--- src/rtl/apb_to_periph.sv ---
// APB4 completer to HWPE periph master bridge; one outstanding transfer, rolling ID tag.
// Optional request/response timeout abort enabled by defining APB_TO_PERIPH_TIMEOUT_EN.
module apb_to_periph #(
    parameter int unsigned ID_WIDTH       = 8,
    parameter logic [15:0] CSB_ID         = 16'h0000,
    parameter int unsigned TIMEOUT_CYCLES = 1024
) (
    input  logic                clk,
    input  logic                rst_n,
    input  logic                psel,
    input  logic                penable,
    input  logic                pwrite,
    input  logic [31:0]         paddr,
    input  logic [31:0]         pwdata,
    input  logic [3:0]          pstrb,
    output logic [31:0]         prdata,
    output logic                pready,
    output logic                pslverr,
    output logic                periph_req,
    output logic [31:0]         periph_add,
    output logic                periph_wen,
    output logic [3:0]          periph_be,
    output logic [31:0]         periph_data,
    output logic [ID_WIDTH-1:0] periph_id,
    input  logic                periph_gnt,
    input  logic                periph_r_valid,
    input  logic [31:0]         periph_r_data,
    input  logic [ID_WIDTH-1:0] periph_r_id
);

    typedef enum logic [2:0] {StIdle, StReq, StResp, StDone, StErr} state_e;

    state_e                state_q, state_d;
    logic                  wen_q, wen_d;
    logic [31:0]           add_q, add_d;
    logic [3:0]            be_q, be_d;
    logic [31:0]           data_q, data_d;
    logic [ID_WIDTH-1:0]   id_q, id_d;
    logic [31:0]           rdata_q, rdata_d;
    logic                  mism_q, mism_d;
    logic                  timeout;

`ifdef APB_TO_PERIPH_TIMEOUT_EN
    localparam int unsigned CntWidth = $clog2(TIMEOUT_CYCLES + 1);
    logic [CntWidth-1:0] cnt_q;

    // Held at zero in IDLE so it starts fresh on every entry to REQ.
    always_ff @(posedge clk) begin
        if (!rst_n) begin
            cnt_q <= '0;
        end else if (state_q == StReq || state_q == StResp) begin
            cnt_q <= cnt_q + 1'b1;
        end else begin
            cnt_q <= '0;
        end
    end

    assign timeout = (state_q == StReq || state_q == StResp) &&
                     (cnt_q == CntWidth'(TIMEOUT_CYCLES - 1));
`else
    logic unused_timeout_cfg;
    assign unused_timeout_cfg = (TIMEOUT_CYCLES != 0);
    assign timeout            = 1'b0;
`endif

    always_comb begin
        state_d = state_q;
        wen_d   = wen_q;
        add_d   = add_q;
        be_d    = be_q;
        data_d  = data_q;
        id_d    = id_q;
        rdata_d = rdata_q;
        mism_d  = mism_q;
        unique case (state_q)
            StIdle: begin
                if (psel && !penable) begin
                    wen_d  = ~pwrite;
                    add_d  = paddr;
                    be_d   = pwrite ? pstrb : 4'hF;
                    data_d = pwdata;
                    if (paddr[1:0] != 2'b00 || paddr[31:16] != CSB_ID) begin
                        state_d = StErr;
                    end else begin
                        state_d = StReq;
                    end
                end
            end
            StReq: begin
                if (periph_gnt) begin
                    if (periph_r_valid) begin
                        rdata_d = wen_q ? periph_r_data : 32'h0;
                        mism_d  = (periph_r_id != id_q);
                        state_d = StDone;
                    end else begin
                        state_d = StResp;
                    end
                end else if (timeout) begin
                    id_d    = id_q + 1'b1;
                    state_d = StErr;
                end
            end
            StResp: begin
                if (periph_r_valid) begin
                    rdata_d = wen_q ? periph_r_data : 32'h0;
                    mism_d  = (periph_r_id != id_q);
                    state_d = StDone;
                end else if (timeout) begin
                    id_d    = id_q + 1'b1;
                    state_d = StErr;
                end
            end
            StDone: begin
                id_d    = id_q + 1'b1;
                state_d = StIdle;
            end
            StErr: begin
                state_d = StIdle;
            end
            default: begin
                state_d = StIdle;
            end
        endcase
    end

    always_ff @(posedge clk) begin
        if (!rst_n) begin
            state_q <= StIdle;
            wen_q   <= 1'b0;
            add_q   <= '0;
            be_q    <= '0;
            data_q  <= '0;
            id_q    <= '0;
            rdata_q <= '0;
            mism_q  <= 1'b0;
        end else begin
            state_q <= state_d;
            wen_q   <= wen_d;
            add_q   <= add_d;
            be_q    <= be_d;
            data_q  <= data_d;
            id_q    <= id_d;
            rdata_q <= rdata_d;
            mism_q  <= mism_d;
        end
    end

    assign periph_req  = (state_q == StReq);
    assign periph_add  = add_q;
    assign periph_wen  = wen_q;
    assign periph_be   = be_q;
    assign periph_data = data_q;
    assign periph_id   = id_q;

    assign pready  = (state_q == StDone) || (state_q == StErr);
    assign pslverr = (state_q == StErr) || ((state_q == StDone) && mism_q);
    assign prdata  = (state_q == StDone) ? rdata_q : 32'h0;

endmodule

--- config.mk ---
export PLATFORM = sky130hd
export DESIGN_NAME = apb_to_periph
export DESIGN_NICKNAME = d
export VERILOG_FILES = /design/src/rtl/apb_to_periph.sv
export SDC_FILE = /design/constraint.sdc
export NUM_CORES = 1
export LEC_CHECK = 0
export ABC_AREA = 0
export BUFFER_PORTS_ARGS = -buffer_cell sky130_fd_sc_hd__buf_2
export CORE_UTILIZATION = 45
export CTS_BUF_LIST = sky130_fd_sc_hd__clkbuf_16
export CTS_CLUSTER_DIAMETER = 100
export DETAILED_ROUTE_END_ITERATION = 7
export HOLD_SLACK_MARGIN = 0.05
export PLACE_DENSITY = 0.78
export SYNTH_ARGS = -nofsm -noshare
export SYNTH_HDL_FRONTEND = slang
export SYNTH_SLANG_ARGS = --single-unit
--- constraint.sdc ---
create_clock -name clk -period 2.4 [get_ports clk]
set_clock_uncertainty 0.1 [all_clocks]
set_input_delay 0.48 -clock clk [delete_from_list [all_inputs] [get_ports clk]]
set_output_delay 0.48 -clock clk [all_outputs]
set_load 0.01 [all_outputs]
==> results.sh <==
export IMPL_yosys_area_top_type="dfxtp_1"
export IMPL_n_antenna_cell=0
export IMPL_fin_util_pct=65.7
export IMPL_crit_path_top_delay_cell="dfxtp_1"
export IMPL_die_area_mm2=0.0108
export IMPL_syn_area_mm2=0.00467
export IMPL_die_h_um=104
export IMPL_die_x_um=104
export IMPL_clkTransAtPathRegs_ns=0.05
export IMPL_critPathBufInv=2
export IMPL_h_tree_depth=4
export IMPL_drc_errors=0
export IMPL_first_pass_iters=4
export IMPL_finalSetupViolCount=0
export IMPL_vdd_ir_drop_max_mv=0.477
export IMPL_crit_path_end_kind="primary output"
export IMPL_cp_top_family="flip-flops"
export IMPL_nets=879
export IMPL_ioPinCount=227
export IMPL_place_area_mm2=0.00593
export IMPL_worstReg2RegEnd="rdata_q[22]$_SDFFE_PN0P_"
export IMPL_grt_pass1_wl_um=19900
export IMPL_ys_ff_latch=113
export IMPL_status="finished, final reports clean"
export IMPL_cts_resized=0
export IMPL_dpl_hpwl_um=8710
export IMPL_holdPathStages=3
export IMPL_io_buffers=226
export IMPL_cp_start_kind="flop"
export IMPL_synthToLayoutAreaGrowth_pct=39.3
export IMPL_fmax_mhz=449
export IMPL_max_slew_worst_pin_slew_ns=0.999
export IMPL_grt_ovfl_total=0
export IMPL_stdcell_count=909
export IMPL_synth_most_common_cell="nand2_1"
export IMPL_clk_latency_ns=0.40
export IMPL_grt_pass1_vias=4366
export IMPL_leakage_uw=0.00301
export IMPL_core_rowCount=36
export IMPL_fill_cells=861
export IMPL_setup_tns_ns=0
export IMPL_rsz0062_at_grt="no"
export IMPL_gp_congestion=0.795
export IMPL_slowest_delay_ns=0.44
export IMPL_rr_startpoint="state_q[1]$_SDFFE_PN0P_"
export IMPL_async_reset_ff_share_pct=0
export IMPL_stdcell_area_mm2=0.00651
export IMPL_fin_crit_sh_pct=92.9
export IMPL_cp_max_fo=42
export IMPL_r2r_cells=4
export IMPL_hold_end="periph_data[13]$_SDFFE_PN0P_"
export IMPL_routedWlPerCell_um=13.4
export IMPL_routed_wl_um=12200
export IMPL_synth_edf_count=0
export IMPL_grt_start_max_net_pins=66
export IMPL_cts_root_buf="clkbuf_16"
export IMPL_drv_slew=0
export IMPL_maxSlewHeadroom_pct=33.4
export IMPL_grt_antenna_before_repair=0
export IMPL_powerDensity_mw_per_mm2=727
export IMPL_place_inst=877
export IMPL_core_mm2=0.00991
export IMPL_synth_ff_type="dfxtp_1"
export IMPL_synth_top_area_share_pct=48.4
export IMPL_syn_nets=666
export IMPL_whs_ns=0.219
export IMPL_ant_nets=0
export IMPL_viasPerCell=4.95
export IMPL_synth_area_leaders="dfxtp_1, a21boi_0, nand2_1"
export IMPL_arrival_ns=1.65
export IMPL_netlist_instances=550
export IMPL_drt_iter0_drc=190
export IMPL_drive_above_1_share_pct=35.1
export IMPL_multi_input_area_mm2=0.00224
export IMPL_post_cts_buffers=0
export IMPL_synth_cell_types=35
export IMPL_criticalPathCategory="reg2out"
export IMPL_cts_tree="yes"
export IMPL_avgSynthCellArea_um2=8.49
export IMPL_cp_required_ns=1.82
export IMPL_clock_sinks=113
export IMPL_hold_buffers=0
export IMPL_synth_commonest_cells="nand2_1, dfxtp_1, a21boi_0, and2_1, nand3_1"
export IMPL_cts_max_path_buffers=2
export IMPL_ys_seq_area_share_pct=48.4
export IMPL_initial_core_util_pct=47.1
export IMPL_vias=4498
export IMPL_maxCapViolations=0
export IMPL_min_period_ns=2.23
export IMPL_r2r_setup_slack_ns=0.38
export IMPL_yosys_warnings=0
export IMPL_track_usage_pct=22.8
export IMPL_hold_violations=0
export IMPL_worst_hold_startpoint="pwdata[13]"
export IMPL_regArea_mm2=0.00226
export IMPL_hp_class="in2reg"
export IMPL_cp_cell_sequence="and3b_1 > buf_6 > a22o_1 > buf_2"
export IMPL_cts_buffers=17
worst register-to-register path: stages (launching register included):
cell	delay, ns
dfxtp_1	0.43
nand3b_1	0.24
a211o_1	0.83
nand2_1	0.13
a21boi_0	0.21
flip-flops by register name, indices dropped and copies added, names as in the netlist:
register     flops
state_q          3
periph_add      32
mism_q           1
periph_data     32
periph_be        4
periph_id        8
rdata_q         32
periph_wen       1
layout make-up:
| type | instances | area share (%) |
|---|---|---|
| well taps | 133 | 2.56 |
| flip-flops and latches | 113 | 34.8 |
| clock inverters | 15 | 2.25 |
| repair buffers | 237 | 19.5 |
| inverters | 1 | 0.0577 |
| clock buffers | 17 | 6.54 |
| multi-input cells | 393 | 34.4 |
kinds of logic (layout without fill, tap and decap cells):
| family | Yosys count | after routing | share of synthesized area, % |
|---|---|---|---|
| buffers and inverters | 44 | 270 | 4.02 |
| and+or+nand+nor | 265 | 265 | 26.1 |
| DFF | 113 | 113 | 48.4 |
| AOI/OAI and AO/OA | 111 | 111 | 18.2 |
| xor gates and xnor gates | 15 | 15 | 2.81 |
| muxes | 1 | 1 | 0.214 |
| adders and majority gates | 1 | 1 | 0.268 |
through the flow:
stage                     setup WS, ns  total power [uW]
after global placement           0.389              2380
after floorplan                  0.413              2180
final                            0.171              4730
after CTS                       0.0813              4780
after global routing            0.0618              4920
after detailed placement         0.282              2390
worst max path at each step:
stage	slack (ns)	start	cells past startpoint	end
floorplan	0.41	state_q[2]$_SDFFE_PN0P_	6	prdata[22]
global placement	0.39	paddr[16]	4	state_q[2]$_SDFFE_PN0P_
detailed placement	0.28	periph_gnt	5	rdata_q[22]$_SDFFE_PN0P_
CTS	0.08	state_q[0]$_SDFFE_PN0P_	4	prdata[30]
global route	0.06	state_q[0]$_SDFFE_PN0P_	4	pslverr
finish	0.17	state_q[0]$_SDFFE_PN0P_	4	pslverr
report_power, final:
group / switching [uW] / internal [uW]
Sequential: 27.8 / 1940
Combinational: 202 / 183
Clock: 868 / 1510
Total: 1100 / 3630
per-layer routing:
metal	part of all wire, %	vias up	GRT usage [%]
li1	-	2245	-
met1	42	2052	25.5
met2	49	177	38.6
met3	7.5	24	7.71
met4	2.3	0	11.1
met5	0	-	0
placed cells by master, fill, tap and decap left out, types with 2 or more instances in the layout:
cell,n
and2_1,39
dfxtp_1,113
and3_1,3
clkinv_4,3
nand2_1,163
xnor2_1,6
xor2_1,9
buf_4,6
clkinvlp_4,5
a21boi_0,90
nand2b_1,4
a21oi_1,2
nand4_1,4
buf_12,4
nand3b_1,5
nor4_1,5
clkinv_2,3
inv_1,2
o211a_1,5
o21ai_0,2
clkbuf_16,17
bufinv_16,2
a21boi_1,6
buf_2,226
nor2_1,2
nand3_1,33
No activity file was read; power rests on OpenSTA's default activity.
